==> config.mk <==
export PLATFORM = sky130hd
export DESIGN_NAME = stream_out_buffer
export DESIGN_NICKNAME = d
export VERILOG_FILES = /design/src/rtl/stream_out_buffer.sv
export SDC_FILE = /design/constraint.sdc
export NUM_CORES = 1
export LEC_CHECK = 0
export ABC_CLOCK_PERIOD_IN_PS = 9400
export CELL_PAD_IN_SITES_DETAIL_PLACEMENT = 1
export CELL_PAD_IN_SITES_GLOBAL_PLACEMENT = 1
export CORE_ASPECT_RATIO = 0.6
export CORE_MARGIN = 5
export CORE_UTILIZATION = 44
export CTS_CLUSTER_DIAMETER = 40
export DETAILED_ROUTE_END_ITERATION = 10
export PLACE_DENSITY_LB_ADDON = 0.1
export SLEW_MARGIN = 40
export SYNTH_ARGS = -nofsm -noshare
export SYNTH_HDL_FRONTEND = slang
export SYNTH_SLANG_ARGS = --single-unit
==> constraint.sdc <==
create_clock -name i_clk -period 9.4 [get_ports i_clk]
set_clock_uncertainty 0.05 [all_clocks]
set_input_delay 0.94 -clock i_clk [delete_from_list [all_inputs] [get_ports i_clk]]
set_output_delay 0.94 -clock i_clk [all_outputs]
set_load 0.01 [all_outputs]
==> src/rtl/stream_out_buffer.sv <==
// Output stage of the image pipeline: a first-word-fall-through FIFO that
// feeds an AXI-Stream master. Frame boundaries (tlast, frame_done) come only
// from the count of accepted output beats.
module stream_out_buffer #(
    parameter int DATA_W           = 8,
    parameter int DEPTH            = 32,
    parameter int PROG_FULL_THRESH = 24,
    parameter int FRAME_PIXELS     = 262144
) (
    input  logic                       i_clk,
    input  logic                       i_rst,
    input  logic                       i_data_valid,
    input  logic [DATA_W-1:0]          i_data,
    output logic                       o_prog_full,
    output logic [$clog2(DEPTH):0]     o_level,
    output logic                       o_overflow,
    output logic                       o_data_valid,
    output logic [DATA_W-1:0]          o_data,
    output logic                       o_data_last,
    input  logic                       i_data_ready,
    output logic                       o_frame_done
);

    localparam int AW = $clog2(DEPTH);
    localparam int LW = AW + 1;
    localparam int CW = $clog2(FRAME_PIXELS);

    logic [DATA_W-1:0] mem [DEPTH];
    logic [AW-1:0]     wr_ptr;
    logic [AW-1:0]     rd_ptr;
    logic [CW-1:0]     beat_cnt;
    logic              push;
    logic              pop;
    logic [LW-1:0]     level_next;

    // Handshake decode and FWFT read port, all from registered state.
    // A full FIFO still accepts a pixel when a pop frees a slot on the same edge.
    always_comb begin
        o_data_valid = (o_level != '0);
        o_data       = mem[rd_ptr];
        o_data_last  = o_data_valid && (beat_cnt == CW'(FRAME_PIXELS - 1));
        pop          = o_data_valid & i_data_ready;
        push         = i_data_valid & ((o_level < LW'(DEPTH)) | pop);
        level_next   = o_level + LW'(push) - LW'(pop);
    end

    // Storage array; contents need no reset since level gates visibility.
    always_ff @(posedge i_clk) begin
        if (push) begin
            mem[wr_ptr] <= i_data;
        end
    end

    // Pointers, level/flags, frame beat counter and interrupt pulse.
    always_ff @(posedge i_clk or posedge i_rst) begin
        if (i_rst) begin
            wr_ptr       <= '0;
            rd_ptr       <= '0;
            o_level      <= '0;
            o_prog_full  <= 1'b0;
            o_overflow   <= 1'b0;
            beat_cnt     <= '0;
            o_frame_done <= 1'b0;
        end else begin
            if (push) begin
                wr_ptr <= wr_ptr + 1'b1;
            end
            if (pop) begin
                rd_ptr <= rd_ptr + 1'b1;
            end
            o_level     <= level_next;
            o_prog_full <= (level_next >= LW'(PROG_FULL_THRESH));
            if (i_data_valid && !push) begin
                o_overflow <= 1'b1;
            end
            if (pop) begin
                beat_cnt <= o_data_last ? '0 : beat_cnt + 1'b1;
            end
            o_frame_done <= pop & o_data_last;
        end
    end

endmodule

==> impl_summary.md, run 1 <==
CTS
After clock tree synthesis, the setup repair step added 0 buffers. The insertion delay of the later-clocked pin in the worst-skew pair is 0.51 ns. Hold repair after CTS inserted 0 buffers.

The tree is rooted in a clkbuf_16. The number of buffers on the longest clock path is 3. The number of H-tree branching levels is 2.

Counting the buffers created by CTS gives 36. After clock tree synthesis, the clock-pin slew on the worst setup and hold paths is 0.06 ns. The number of clock sinks is between 200 and 300. Post-CTS repair changed the size of 0 cells.

TritonCTS built the clock tree.

Route
Once detail routing completed, the nets flagged for antenna violations numbered 0. The detailed-route vias per instance is 5.76. The detailed router finished its first iteration with 691 violations.

The total detailed-routing wirelength is 28,000 µm. For this run, design rule violations remaining after detail routing come to 0. For this run, the detailed router's first-pass iteration total came to 5. The per-cell routed wire length is 25.6 µm. The number of vias in the routed layout is 6,281.

Setup path
STA classifies the critical path startpoint as a register. The critical path is of the register to output port type. Data on the critical path arrives at its endpoint at 4.19 ns. Measured in cells, the most critical reg-to-reg path has a length of 15. The endpoint kind of the worst setup timing path is an output port. The worst endpoint required time is 8.41 ns. The highest net fanout along the worst path is 41.

Power
The power after layout is 4.26 mW. The design internal power is 2.88 mW. Of the total power, combinational logic draws 29.4%. The share of total power dissipated in the clock network is 31.5%. Summed over all nets, the switching power comes to between 1 and 1.5 mW. The maximum resistive drop on vdd is ~180 µV. Of the total power, the share spent switching nets is about a third. Per report_power, the sequential group accounts for 39.1% of the total. The power per cell area is about 300 nW/µm². The leakage component of the power is 4.62 nW.

Timing
In the finished design, the share of the clock period the worst path needs comes to 55.1%. The actual transition at the worst max-transition pin is 0.843 ns. The remaining max-slew budget at the tightest pin is 43.6%. The number of setup violations in the final report is 0.

Summed over all failing endpoints, the final setup total negative slack is 0 ns. Hold timing on the final database bottoms out at a slack of 0.427 ns. The count of final hold-check violations was 0. Static timing analysis puts the maximum clock frequency at 0.193 GHz.

Setup repair after global routing left no endpoint under its margin. The number of max-slew violations in the final report is 0. After layout, the minimum clock period comes to between 5 and 6 ns.

Place
The final weighted congestion in routability-driven placement is 0.774. The port buffer count is 30. Detailed placement finished with a half-perimeter wire length of 18,100 µm.

Die
The area of the die is 30,600 µm². In this run the horizontal extent of the chip is around 220 µm. The number of top-level pins is 31.

The height of the die is 138 µm. The floorplan has 46 rows. For this configuration, the core starts out at a cell density of 45.0%.

After floorplanning, the core was sized to cover 26,500 µm².

Global routing
In the global route stage, overall resource usage came out at 18.7%. The number of antenna violations at the first check in global routing is 1. The wire length of the first global-routing pass is between 40,000 and 50,000 µm. The total global routing overflow is 0. The via count of the first global-routing pass came to roughly 6,400. The maximum number of pins on one net before global-route repair is 50.

Synthesis
The synthesized design contains between 200 and 300 enable-type register cells. The number of different library cells used by synthesis comes to 55. The average size of a mapped cell is 18.1 µm². The post-synthesis register bit count is slightly below 300.

For this run, asynchronously set or reset flops after synthesis account for about an eighth. For this run, the leading register cell type out of synthesis is edfxtp_1. The synthesized design devotes to its leading area cell type 64.4% of total area. After synthesis, flip-flops and latches occupy 72.2% of the total area. After technology mapping, the gate count stands at 659. By area the synthesized netlist is led by edfxtp_1 64%, dfrtp_1 7.8%, mux4_2 7.7%.

The biggest area contributor in the post-synthesis netlist is edfxtp_1. Yosys printed 0 warnings. The net count after synthesis is ~690. In this run the cell area of the synthesized design comes to roughly 12,000 µm².

Run
Max-cap violations in this run came to 0.

Finish
The layout has about 2,400 filler cells. The fraction of final layout cells with drive strength greater than 1 is 21.3%. The library cell used most frequently in the layout, excluding fill and tap cells, is edfxtp_1.

The signed area change from the synthesized netlist to the final layout is 15.5%. Leaving out fill and tap cells, the most frequent cells in the layout are 256 x edfxtp_1, 41 x mux4_2, 37 x clkbuf_16. The antenna diode count is 0. In the final design database the tool counted 733 nets. The utilization after layout is just over 50%.

Worst hold path
The worst hold path belongs to the class register to register. Counting instances, the worst hold path has a depth of 1.

Status
The run finished with clean final reports.
==> metrics by stage <==
stage	instance area, µm²	setup slack [ns]	cells
final	13800	4.22	1091
after global routing	13800	4.00	1091
after CTS	13700	4.19	1091
after detailed placement	12600	4.74	1028
after global placement	12600	4.63	1028
after floorplan	11900	6.17	659
==> cell families (layout without fill, tap and decap cells) <==
logic type	Yosys count	count (layout)	synth area share (%)
adder cells (fa/ha/maj)	15	15	1.64
AND/OR/NAND/NOR	115	115	5.22
flip-flops	293	293	72.2
XOR/XNOR	23	23	1.69
buffers and inverters	51	123	2.12
multiplexers	82	82	12.1
AO/OA/AOI/OAI	80	80	4.98
==> layer usage <==
| metal | vias up | wire (µm) | part of all wire, % | GRT usage [%] |
|---|---|---|---|---|
| met4 | 0 | 361 | 1.3 | 3.98 |
| met2 | 168 | 11700 | 42 | 26.1 |
| li1 | 2748 | - | - | - |
| met3 | 31 | 2060 | 7.4 | 5.07 |
| met1 | 3334 | 13800 | 50 | 29.4 |
| met5 | - | 0 | 0 | 0 |
==> Yosys cell counts, types with 5 or more instances <==
cell / number
a2111oi_2: 5
a21oi_1: 22
a22o_1: 8
a22oi_1: 7
buf_2: 9
buf_4: 5
clkbuf_1: 9
dfrtp_1: 37
edfxtp_1: 256
ha_1: 14
inv_1: 20
mux2i_1: 33
mux4_1: 7
mux4_2: 41
nand2_1: 18
nand3_1: 13
nand4_1: 7
nor2_1: 42
o221ai_1: 8
o22ai_1: 7
or3_1: 5
xnor2_1: 16
xor2_1: 7
==> critical path, cell delays in order, from the launching register on <==
cell	delay, ns
dfrtp_1	0.32
buf_4	0.52
nand3_1	0.73
o22ai_1	0.70
a2111oi_1	0.15
a21oi_1	0.57
clkdlybuf4s50_1	0.67
==> final cells by class <==
cell class | count | area, µm² | share of cell area (%)
inverters | 21 | 78.8 | 0.572
flip-flops and latches | 293 | 8620 | 62.6
clock buffers | 43 | 968 | 7.03
clock inverters | 20 | 188 | 1.36
multi-input cells | 315 | 3130 | 22.7
repair buffers | 39 | 342 | 2.48
well taps | 360 | 450 | 3.27
==> flip-flops by register name (all words and copies together) (netlist names) <==
signal,flops
o_overflow,1
rd_ptr,5
wr_ptr,5
o_level,6
beat_cnt,18
o_prog_full,1
o_frame_done,1
mem,256
==> power by group through the flow <==
stage | registers [mW] | clock network [mW] | logic, mW
6_report | 1.67 | 1.34 | 1.25
5_1_grt | 1.68 | 1.44 | 1.35
4_1_cts | 1.67 | 1.37 | 1.25
3_5_place_dp | 1.69 | 0 | 1.25
3_3_place_gp | 1.69 | 0 | 1.22
2_1_floorplan | 1.60 | 0 | 0.876
==> path summary, 6_finish.rpt <==
path                            startpoint     endpoint  slack [ns]
worst max-delay path             rd_ptr[2]    o_data[2]        4.22
worst min-delay path            o_overflow   o_overflow        0.43
worst max register to register  o_level[3]  o_prog_full        5.57
worst min register to register  o_overflow   o_overflow        0.43
max in group asynchronous            i_rst    rd_ptr[0]        7.91
min in group asynchronous            i_rst   o_level[2]        0.64
Power figures use the tool's default switching activity.
==> run 2, diff against run 1 <==
- ABC_CLOCK_PERIOD_IN_PS: 9400 -> 4900
- clock period: 9.4 -> 4.9 ns (I/O delays scaled with it)
==> run 2 against run 1 <==
- critical path depth is the same
- non-clock buffer count grew 7
- clock power grew 99%
==> impl_summary.md, run 2 (synthesis gave the netlist of run 1 again) <==
Setup path
The buffering stage count on the worst path with inverters included is 2. The worst endpoint required time is around 4.4 ns. The worst setup path is launched from a register. The critical path starts at rd_ptr[1]. The critical path goes through buf_4 > mux4_2 > a22o_1 > a2111oi_1 > a21oi_1 > clkdlybuf4s50_1.

STA classifies the critical path endpoint as an output port. The category of cells accounting for the largest share of critical-path delay is buffers and inverters. By startpoint and endpoint, the worst setup path is classified as register to output port. The highest net fanout along the worst path is 14.

The data arrival time of the critical path is 3.44 ns. For the worst flop-to-flop path, the logic depth is 15. The critical path runs through a total of 6 cells. The source of the worst register-to-register timing path is o_level[2]. The maximum cell stage delay along the critical path is 0.72 ns. The cell type of the slowest stage on the worst timing path is dfrtp_1.

Route
The first detailed-routing pass took 4 iterations. The total detailed-routing wirelength is 28,700 µm. After detailed routing, the number of vias per cell comes to 5.71. The post-route DRC violation count is 0. The starting DRC count in detailed routing is 572. The per-cell routed wire length is 26.1 µm. In this run the remaining antenna-violating nets after routing total 0. The number of vias in the routed layout is 6,268.

CTS
The clock passes through at most 3 buffers. The clock tree from TritonCTS is built. Clock-pin slew was measured on the worst setup and hold paths at approximately 0.060 ns. The number of buffers inserted by hold repair at cts is 0. The number of CTS-inserted buffers is 36. The number of clock sinks is 293. The clock tree root driver cell is clkbuf_16.

For the worst-skew pair, the clock arrives at the later sink with an insertion delay of 0.52 ns. The H-tree was split into 2 levels. The number of setup buffers added after CTS is 0. The number of gates resized after cts is 0.

Global routing
Entering global routing, the biggest net connects 38 pins. The wire length of the first global-routing pass is around 43,000 µm. Summed over all layers, the global routing overflow is 0. The total global routing track utilization is 19.3%. The number of antenna violations at the first check in global routing is 0. The via count of the first global-routing pass is 6,772.

Place
The HPWL reported at the end of detailed placement is 18,400 µm. Port buffering added 30 buffers. The final weighted congestion in routability-driven placement is around 0.77.

Timing
The maximum clock frequency is around 0.25 GHz. The minimum clock period is 3.98 ns. The number of max-slew violations in the final report is 0. Setup total negative slack on the finished layout was measured at 0 ns. Setup repair after global routing left no endpoint under its margin. The post-route clock period utilization is 81.3%. The actual transition at the worst max-transition pin is ~0.84 ns.

The count of final hold-check violations is 0. The remaining max-slew budget at the tightest pin is 43.6%. Setup violations remaining at the end of the flow were counted as 0. Hold is met by about 0.33 ns.

Die
The area of the die is 30,600 µm². From left edge to right edge, the die measures 223 µm. For this configuration, the core starts out at a cell density of 45.0%. The count of standard-cell rows is 46. The number of top-level pins is 31.

The height of the die is around 140 µm. In this run the standard cell core region covers about 27,000 µm².

Finish
The count of nets after finishing is between 700 and 800. The top cell types in the final layout, fill and taps aside, are 256 x edfxtp_1, 41 x mux4_2, 37 x clkbuf_16. Measured on the finished design, the core utilization comes to 52.3%. The library cell used most frequently in the layout, excluding fill and tap cells, is edfxtp_1.

Compared with the post-synthesis result, the final layout area differs by 16.4%. More flip-flops sit in one register than any other, and that register is mem. The antenna diode count is 0. The multi-input combinational cells in the finished layout cover a total of 3120 µm². The flip-flop count of the largest register, all copies and words added is 256. Cells with a size suffix above 1 make up between 20% and 30% of the layout. Summing all flip-flop and latch instances after layout gives roughly 8600 µm².

The largest registers in the layout are mem x256, beat_cnt x18, o_level x6. Fill cells in the final layout number 2,408.

Power
The power per cell area is 598 nW/µm². Summed over all cells, the static leakage comes to 4.67 nW. The maximum resistive drop on vdd is 320 µV.

Run
The number of violations of the max-capacitance limit is 0.

Worst hold path
The path type of the worst min-delay path is primary input to asynchronous set/reset pin.

Status
The flow ran to the end, and the final reports show no timing, DRC or antenna violations.
[run 2: changes by cell type in the layout (fill, tap and decap cells not counted), moves of 2 or more]
cell        change
clkinvlp_4      +2
buf_4           +6
inv_6           -4
nor2_1          +5
buf_12          +2
bufinv_16       +2
nor2_2          -5
[run 2: worst register-to-register path, cell delays in order (launching register included)]
cell and delay [ns]:
dfrtp_1 0.41, inv_1 0.10, ha_1 0.15, and4bb_1 0.37
inv_2 0.14, nand2_1 0.27, inv_1 0.24, ha_1 0.32
inv_1 0.05, ha_1 0.17, inv_1 0.06, fa_1 0.41
nand2b_1 0.17, a2111oi_0 0.39, a311oi_1 0.12, o211ai_1 0.19
[run 2: final timing paths]
check | to | slack [ns]
worst max-delay path | o_data[3] | 0.92
worst min-delay path | o_level[2] | 0.33
worst max register to register | o_prog_full | 1.19
worst min register to register | o_overflow | 0.43
max in group asynchronous | rd_ptr[2] | 4.09
min in group i_clk | o_overflow | 0.43
[run 2: report_power, final]
group          total, mW  internal, mW  switching [mW]
sequential          3.22          2.94           0.282
clock               2.67          1.62            1.05
combinational       2.42          1.10            1.32
total               8.31          5.66            2.65
[run 2: layout make-up]
class                      count  share of cell area, %
clock inverter                22                   1.79
tap                          360                   3.24
clock buffer                  41                   6.85
timing repair buffer          46                   3.03
sequential                   293                   62.1
multi-input combinational    315                   22.5
inverter                      21                  0.568
[run 2: per-layer routing]
metal / share of wire (%) / up-vias / global-route usage (%) / routed length [µm]
li1: - / 2760 / - / -
met5: 0 / - / 0 / 0
met1: 50 / 3327 / 29.7 / 14200
met2: 44 / 146 / 28.4 / 12600
met3: 4.9 / 35 / 3.83 / 1410
met4: 1.5 / 0 / 4.83 / 437
[run 2: stage by stage]
| stage | std cells | cell area (µm²) | power, mW | setup slack (ns) |
|---|---|---|---|---|
| CTS | 1098 | 13900 | 8.40 | 0.859 |
| global route | 1098 | 13900 | 8.71 | 0.810 |
| floorplan | 659 | 11900 | 4.76 | 1.80 |
| detailed placement | 1035 | 12700 | 5.70 | 1.04 |
| global placement | 1033 | 12600 | 5.58 | 1.10 |
| finish | 1098 | 13900 | 8.31 | 0.918 |
